===== src/rtl/cmp_arbiter_pkg.sv =====
// cmp_arbiter_pkg: state encoding and timing constants shared by the
// comparator arbiter. Supplies default HASH_NUM_MSB / HASH_COUNT_MSB /
// NUM_HASHES when the shared header has not defined them.

`ifndef HASH_NUM_MSB
`define HASH_NUM_MSB 7
`endif
`ifndef HASH_COUNT_MSB
`define HASH_COUNT_MSB 8
`endif
`ifndef NUM_HASHES
`define NUM_HASHES (1 << (`HASH_NUM_MSB + 1))
`endif

package cmp_arbiter_pkg;

    typedef enum logic [2:0] {
        StInit,
        StIdle,
        StStart,
        StSettle,
        StWait,
        StResp
    } arb_state_e;

    // Cycles after start before comparator found/finished can be trusted.
    localparam int unsigned SETTLE_CYCLES = 2;

    // Long enough for any scan left running by a previous owner to finish.
    localparam int unsigned HOLDOFF   = (1 << (`HASH_NUM_MSB + 1)) + 4;
    localparam int unsigned HOLDOFF_W = $clog2(HOLDOFF + 1);

endpackage


===== src/rtl/cmp_arbiter_if.sv =====
// cmp_arbiter_if: requester-side bus of the comparator arbiter.
// master = requesters/result consumers, slave = the arbiter.

interface cmp_arbiter_if #(
    parameter int unsigned N_REQ  = 4,
    parameter int unsigned ID_MSB = (N_REQ > 1) ? $clog2(N_REQ) - 1 : 0
);
    logic [N_REQ-1:0]       req_valid;
    logic [32*N_REQ-1:0]    req_data;
    logic [N_REQ-1:0]       req_ready;
    logic                   resp_valid;
    logic [ID_MSB:0]        resp_id;
    logic                   resp_found;
    logic [`HASH_NUM_MSB:0] resp_hash_num;
    logic                   resp_err;

    modport master (
        output req_valid, req_data,
        input  req_ready, resp_valid, resp_id, resp_found, resp_hash_num, resp_err
    );

    modport slave (
        input  req_valid, req_data,
        output req_ready, resp_valid, resp_id, resp_found, resp_hash_num, resp_err
    );
endinterface


===== src/rtl/cmp_arbiter_rr_select.sv =====
// cmp_arbiter_rr_select: combinational cyclic priority picker. Returns the
// first set bit of req searching upward from ptr, wrapping at N_REQ.

module cmp_arbiter_rr_select #(
    parameter int unsigned N_REQ  = 4,
    parameter int unsigned ID_MSB = 1
) (
    input  logic [N_REQ-1:0] req,
    input  logic [ID_MSB:0]  ptr,
    output logic [ID_MSB:0]  grant_idx,
    output logic             any
);

    // Scan all positions starting at ptr; first hit wins.
    always_comb begin
        int unsigned j;
        grant_idx = '0;
        any       = 1'b0;
        j         = 0;
        for (int unsigned i = 0; i < N_REQ; i++) begin
            j = (32'(ptr) + i) % N_REQ;
            if (!any && req[j]) begin
                any       = 1'b1;
                grant_idx = j[ID_MSB:0];
            end
        end
    end

endmodule


===== src/rtl/cmp_arbiter.sv =====
// cmp_arbiter: shares one comparator between N_REQ requesters in round-robin
// order, sequences start/settle/wait and returns the result with the
// requester id. Optional feature macro: CMP_TIMEOUT_EN (WAIT timeout with
// resp_err and a re-flush through INIT).

module cmp_arbiter
    import cmp_arbiter_pkg::*;
#(
    parameter int unsigned N_REQ          = 4,
    parameter int unsigned ID_MSB         = (N_REQ > 1) ? $clog2(N_REQ) - 1 : 0,
    parameter int unsigned TIMEOUT_MARGIN = 16
) (
    input  logic                     CLK,
    input  logic                     RST_N,
    cmp_arbiter_if.slave             req_bus,
    input  logic                     cfg_busy,
    input  logic [`HASH_COUNT_MSB:0] hash_count,
    output logic                     busy,
    output logic [31:0]              cmp_data,
    output logic                     cmp_start,
    input  logic                     cmp_found,
    input  logic                     cmp_finished,
    input  logic [`HASH_NUM_MSB:0]   cmp_hash_num
);

    localparam int unsigned ID_W = ID_MSB + 1;

    arb_state_e             state_q, state_d;
    logic [ID_MSB:0]        rr_ptr_q, cur_id_q, grant_idx;
    logic                   grant_any, grant_go;
    logic [HOLDOFF_W-1:0]   holdoff_q;
    logic [1:0]             settle_q;
    logic [31:0]            cmp_data_q;
    logic                   resp_found_q;
    logic [`HASH_NUM_MSB:0] resp_hash_num_q;
    logic                   timeout;
    logic                   resp_err;

    cmp_arbiter_rr_select #(
        .N_REQ  (N_REQ),
        .ID_MSB (ID_MSB)
    ) u_rr_select (
        .req       (req_bus.req_valid),
        .ptr       (rr_ptr_q),
        .grant_idx (grant_idx),
        .any       (grant_any)
    );

    assign grant_go = (state_q == StIdle) && !cfg_busy && grant_any;

`ifdef CMP_TIMEOUT_EN
    logic [15:0] wait_cnt_q;
    logic [15:0] wait_limit;
    logic        resp_err_q;

    assign wait_limit = 16'(hash_count) + 16'(TIMEOUT_MARGIN);
    assign timeout    = (wait_cnt_q == wait_limit - 16'd1);
    assign resp_err   = resp_err_q;

    // WAIT-cycle counter and sticky error flag for the current grant.
    always_ff @(posedge CLK or negedge RST_N) begin
        if (!RST_N) begin
            wait_cnt_q <= '0;
            resp_err_q <= 1'b0;
        end else begin
            if (state_q == StSettle) begin
                wait_cnt_q <= '0;
            end else if (state_q == StWait) begin
                wait_cnt_q <= wait_cnt_q + 16'd1;
            end
            if (grant_go) begin
                resp_err_q <= 1'b0;
            end else if (state_q == StWait && !cmp_found && !cmp_finished && timeout) begin
                resp_err_q <= 1'b1;
            end
        end
    end
`else
    logic unused_timeout_margin;

    assign unused_timeout_margin = ^TIMEOUT_MARGIN;
    assign timeout               = 1'b0;
    assign resp_err              = 1'b0;
`endif

    // State register.
    always_ff @(posedge CLK or negedge RST_N) begin
        if (!RST_N) begin
            state_q <= StInit;
        end else begin
            state_q <= state_d;
        end
    end

    // Next-state logic.
    always_comb begin
        state_d = state_q;
        unique case (state_q)
            StInit:   if (holdoff_q == '0) state_d = StIdle;
            StIdle:   if (grant_go) state_d = (hash_count == '0) ? StResp : StStart;
            StStart:  state_d = StSettle;
            StSettle: if (settle_q == 2'(SETTLE_CYCLES - 1)) state_d = StWait;
            StWait:   if (cmp_found || cmp_finished || timeout) state_d = StResp;
            StResp:   state_d = resp_err ? StInit : StIdle;
            default:  state_d = StInit;
        endcase
    end

    // Moore outputs plus the combinational accept pulse in IDLE.
    always_comb begin
        req_bus.req_ready = '0;
        if (grant_go) begin
            req_bus.req_ready[grant_idx] = 1'b1;
        end
        cmp_start          = (state_q == StStart);
        req_bus.resp_valid = (state_q == StResp);
        busy               = (state_q != StIdle) && (state_q != StInit);
    end

    // Datapath: holdoff/settle counters, grant latching, result capture.
    always_ff @(posedge CLK or negedge RST_N) begin
        if (!RST_N) begin
            holdoff_q       <= HOLDOFF_W'(HOLDOFF);
            settle_q        <= '0;
            rr_ptr_q        <= '0;
            cur_id_q        <= '0;
            cmp_data_q      <= '0;
            resp_found_q    <= 1'b0;
            resp_hash_num_q <= '0;
        end else begin
            if (state_q == StInit && holdoff_q != '0) begin
                holdoff_q <= holdoff_q - HOLDOFF_W'(1);
            end else if (state_q == StResp && resp_err) begin
                holdoff_q <= HOLDOFF_W'(HOLDOFF);
            end

            settle_q <= (state_q == StSettle) ? settle_q + 2'd1 : 2'd0;

            if (grant_go) begin
                cmp_data_q      <= req_bus.req_data[32*grant_idx +: 32];
                cur_id_q        <= grant_idx;
                rr_ptr_q        <= (grant_idx == ID_W'(N_REQ - 1)) ? '0 : grant_idx + ID_W'(1);
                resp_found_q    <= 1'b0;
                resp_hash_num_q <= '0;
            end

            // Found wins over finished in the same cycle.
            if (state_q == StWait) begin
                if (cmp_found) begin
                    resp_found_q    <= 1'b1;
                    resp_hash_num_q <= cmp_hash_num;
                end else if (cmp_finished || timeout) begin
                    resp_found_q    <= 1'b0;
                end
            end
        end
    end

    assign cmp_data              = cmp_data_q;
    assign req_bus.resp_id       = cur_id_q;
    assign req_bus.resp_found    = resp_found_q;
    assign req_bus.resp_hash_num = resp_hash_num_q;
    assign req_bus.resp_err      = resp_err;

endmodule


===== src/flat_wrapper.sv =====
// flat-port wrapper written by rule: the top's interface ports become plain ports
module cmp_arbiter_flat import cmp_arbiter_pkg::*;
#(
    parameter int unsigned N_REQ          = 4,
    parameter int unsigned ID_MSB         = (N_REQ > 1) ? $clog2(N_REQ) - 1 : 0,
    parameter int unsigned TIMEOUT_MARGIN = 16
)
  (CLK, RST_N, cfg_busy, hash_count, busy, cmp_data, cmp_start, cmp_found, cmp_finished, cmp_hash_num, req_bus_req_valid, req_bus_req_data, req_bus_req_ready, req_bus_resp_valid, req_bus_resp_id, req_bus_resp_found, req_bus_resp_hash_num, req_bus_resp_err);
  cmp_arbiter_if #(.N_REQ(N_REQ), .ID_MSB(ID_MSB)) req_bus_i ();
  input  logic CLK;
  input  logic RST_N;
  input  logic cfg_busy;
  input  logic [`HASH_COUNT_MSB:0] hash_count;
  output logic busy;
  output logic [31:0] cmp_data;
  output logic cmp_start;
  input  logic cmp_found;
  input  logic cmp_finished;
  input  logic [`HASH_NUM_MSB:0] cmp_hash_num;
  input wire logic [$bits(req_bus_i.req_valid)-1:0] req_bus_req_valid;
  input wire logic [$bits(req_bus_i.req_data)-1:0] req_bus_req_data;
  output wire logic [$bits(req_bus_i.req_ready)-1:0] req_bus_req_ready;
  output wire logic [$bits(req_bus_i.resp_valid)-1:0] req_bus_resp_valid;
  output wire logic [$bits(req_bus_i.resp_id)-1:0] req_bus_resp_id;
  output wire logic [$bits(req_bus_i.resp_found)-1:0] req_bus_resp_found;
  output wire logic [$bits(req_bus_i.resp_hash_num)-1:0] req_bus_resp_hash_num;
  output wire logic [$bits(req_bus_i.resp_err)-1:0] req_bus_resp_err;
  assign req_bus_i.req_valid = req_bus_req_valid;
  assign req_bus_i.req_data = req_bus_req_data;
  assign req_bus_req_ready = req_bus_i.req_ready;
  assign req_bus_resp_valid = req_bus_i.resp_valid;
  assign req_bus_resp_id = req_bus_i.resp_id;
  assign req_bus_resp_found = req_bus_i.resp_found;
  assign req_bus_resp_hash_num = req_bus_i.resp_hash_num;
  assign req_bus_resp_err = req_bus_i.resp_err;
  cmp_arbiter #(.N_REQ(N_REQ), .ID_MSB(ID_MSB), .TIMEOUT_MARGIN(TIMEOUT_MARGIN)) u_core (.CLK(CLK), .RST_N(RST_N), .req_bus(req_bus_i), .cfg_busy(cfg_busy), .hash_count(hash_count), .busy(busy), .cmp_data(cmp_data), .cmp_start(cmp_start), .cmp_found(cmp_found), .cmp_finished(cmp_finished), .cmp_hash_num(cmp_hash_num));
endmodule

===== config.mk =====
export PLATFORM = sky130hd
export DESIGN_NAME = cmp_arbiter_flat
export DESIGN_NICKNAME = d
export VERILOG_FILES = /design/src/rtl/cmp_arbiter_pkg.sv /design/src/rtl/cmp_arbiter_if.sv /design/src/rtl/cmp_arbiter_rr_select.sv /design/src/rtl/cmp_arbiter.sv /design/src/flat_wrapper.sv
export SDC_FILE = /design/constraint.sdc
export NUM_CORES = 1
export LEC_CHECK = 0
export ABC_AREA = 1
export BUFFER_PORTS_ARGS = -buffer_cell sky130_fd_sc_hd__buf_2
export CAP_MARGIN = 0
export CORE_MARGIN = 4
export CORE_UTILIZATION = 49
export DETAILED_ROUTE_END_ITERATION = 6
export PLACE_DENSITY_LB_ADDON = 0.12
export SYNTH_ARGS = -nofsm -noshare
export SYNTH_HDL_FRONTEND = slang
export SYNTH_HIERARCHICAL = 1
export SYNTH_SLANG_ARGS = --single-unit

===== constraint.sdc =====
create_clock -name CLK -period 6.9 [get_ports CLK]
set_clock_uncertainty 0.1 [all_clocks]
set_input_delay 1.035 -clock CLK [delete_from_list [all_inputs] [get_ports CLK]]
set_output_delay 1.035 -clock CLK [all_outputs]
set_load 0.02 [all_outputs]

==> impl_metrics.json <==
{
  "cp_max_fo": 35,
  "crit_start": "req_bus_req_valid[2]",
  "die_area_um2": 9350,
  "relSlewSlack_pct": 34.5,
  "tns_ns": 0,
  "syn_to_final_growth_pct": 30.8,
  "cts_hold_buf": 0,
  "pin_count": 205,
  "hp-start": "u_core/settle_q[0]",
  "regToRegStartpoint": "u_core/rr_ptr_q[0]",
  "cts_buffer_depth": 2,
  "synth_top_area_share_pct": 37.0,
  "yosys_register_bits": 59,
  "routed_wl_mm": 11.6,
  "syn_nets": 723,
  "status": "completed",
  "core_um2": 7690,
  "overflow": 0,
  "drt_iter0_drc": 233,
  "setup_viol": 0,
  "synthCells": 563,
  "clockRootBuffer": "clkbuf_8",
  "wl_per_cell_um": 13.5,
  "worst_slew_pin_slew_ns": 0.982,
  "clkTransAtPathRegs_ns": 0.06,
  "p_per_area_nw_per_um2": 521,
  "postRouteAntennaNets": 0,
  "final_common_cell": "buf_2",
  "clock_sinks": 59,
  "cp.required_ns": 5.76,
  "initial_core_util_pct": 50.1,
  "portBuffers": 203,
  "final_max_slew_viol_count": 0,
  "cts_tree": "done",
  "grt_pass1_vias": 4135,
  "cts_setup_buffers": 0,
  "arrival_ns": 3.36,
  "die_x_um": 96.7,
  "yosys.area.top_type": "dfrtp_1",
  "worstSetupPathType": "input port to primary output",
  "mostFrequentLayoutCells": "buf_2, nor2_1, nand2_1, o21ai_0, dfrtp_1",
  "antenna_found_initial": 0,
  "grt_pass1_wl_mm": 18.7,
  "drc": 0,
  "post-route-min-period_ns": 4.50,
  "hpwl_mm": 8.65,
  "irDropWorstVdd_mv": 0.306,
  "grtUsageTotal_pct": 24.1,
  "end_kind": "primary output",
  "yosys_warnings": 6,
  "hold_violations": 0,
  "fmax_ghz": 0.222,
  "diodes": 0,
  "dr_total_vias": 4313,
  "rows": 32,
  "grt_max_degree": 68,
  "ys_types": 34,
  "clk_latency_ns": 0.32,
  "synth_area_leaders": "dfrtp_1, nor2_1, nand2_1",
  "layout_worst_path_cycle_share_pct": 65.2,
  "nets": 908,
  "syn_area_per_cell_um2": 6.84,
  "syn_area_um2": 3850,
  "cts_resized": 0,
  "power.leakage_nw": 2.78,
  "cts_made_buffers": 9,
  "rsz0062_at_grt": "no",
  "max_cap_viol_count": 0,
  "globalplace.congestion": 0.851,
  "cp-start-kind": "input port",
  "final_layout_size_suffix_gt1_share_pct": 33.5,
  "fin_hold_ws_ns": 0.345,
  "ys_seq_area_share_pct": 38.4,
  "drtPass1Iterations": 5,
  "die_h_um": 96.7,
  "htree_levels": 3,
  "hold_class": "flop to flop",
  "vias_per_cell": 5.04
}
worst max-delay path: stages:
cell and delay, ns:
buf_2 0.11, inv_1 0.07, nand2_1 0.09, nand3_2 0.11, nand2_4 0.08, nor2_4 0.14
nand4_1 0.10, nand3_1 0.09, buf_4 0.34, inv_1 0.53, ha_1 0.40, inv_1 0.05
nor2_1 0.04, buf_2 0.17
layer usage:
metal / global-route usage, % / vias to the layer above / share of wire [%] / routed length, um
met5: 0 / - / 0 / 0
met2: 42.5 / 192 / 49 / 5630
li1: - / 2175 / - / -
met1: 28.1 / 1923 / 41 / 4690
met3: 6.56 / 23 / 8.3 / 963
met4: 8.53 / 0 / 2.3 / 268
synth_stat cells (all sizes together):
cell and number:
o21bai 1, xor2 3, nand3 24, and2 1
nand4 1, nor3 2, a21oi 3, o22ai 17
xnor2 3, conb 1, ha 6, nor2 141
clkbuf 11, a31oi 15, o21ai 79, dfrtp 57
buf 21, nand3b 1, inv 41, dfstp 2
nand2 133
through the flow:
| stage | setup slack [ns] | util (%) | instances | power (mW) | area [um^2] |
|---|---|---|---|---|---|
| floorplan | 3.14 | - | 563 | 1.88 | 3850 |
| global placement | 2.47 | 62.9 | 839 | 2.24 | 4830 |
| detailed placement | 2.42 | 62.9 | 839 | 2.29 | 4830 |
| CTS | 2.39 | 65.6 | 855 | 2.63 | 5040 |
| global route | 2.10 | 65.6 | 855 | 2.88 | 5040 |
| finish | 2.40 | 65.6 | 855 | 2.63 | 5040 |
where the power goes:
group          total, mW  internal [mW]  leakage [nW]  switching, mW
clock network      0.331          0.201         0.110          0.130
logic               1.71          0.558          1.93           1.15
registers          0.586          0.487         0.732         0.0993
total               2.63           1.25          2.78           1.38
registers in the layout, summed over array words and instances (netlist names):
signal and flops:
u_core/cmp_data 32, u_core/holdoff_q 9, u_core/req_bus.resp_found 1, u_core/req_bus.resp_hash_num 8, u_core/req_bus.resp_id 2, u_core/rr_ptr_q 2, u_core/settle_q 2, u_core/state_q 3
worst paths after layout:
check | endpoint | slack, ns | depth (start not counted)
worst max-delay path | req_bus_req_ready[1] | 2.40 | 14
worst min-delay path | u_core/settle_q[0] | 0.34 | 1
worst max register to register | u_core/rr_ptr_q[1] | 3.73 | 13
worst min register to register | u_core/settle_q[0] | 0.34 | 1
max in group asynchronous | u_core/cmp_data[2] | 5.46 | 2
min in group asynchronous | u_core/state_q[1] | 0.75 | 2
cell families after synthesis:
group / count (synthesis) / synth area share [%]
AOI/OAI and AO/OA: 115 / 16.0
xor gates and xnor gates: 6 / 1.36
adders and majority gates: 6 / 1.95
buffers and inverters: 73 / 8.96
DFF: 59 / 38.4
other: 1 / 0.0973
and+or+nand+nor: 303 / 33.2
final cells by class:
cell class / count / area (um^2)
Clock buffer: 10 / 128
Fill cell: 720 / 2650
Multi-Input combinational cell: 431 / 2030
Timing Repair Buffer: 206 / 1040
Tap cell: 102 / 128
Inverter: 41 / 159
Sequential cell: 59 / 1480
Clock inverter: 6 / 80.1
Power figures use the tool's default switching activity.
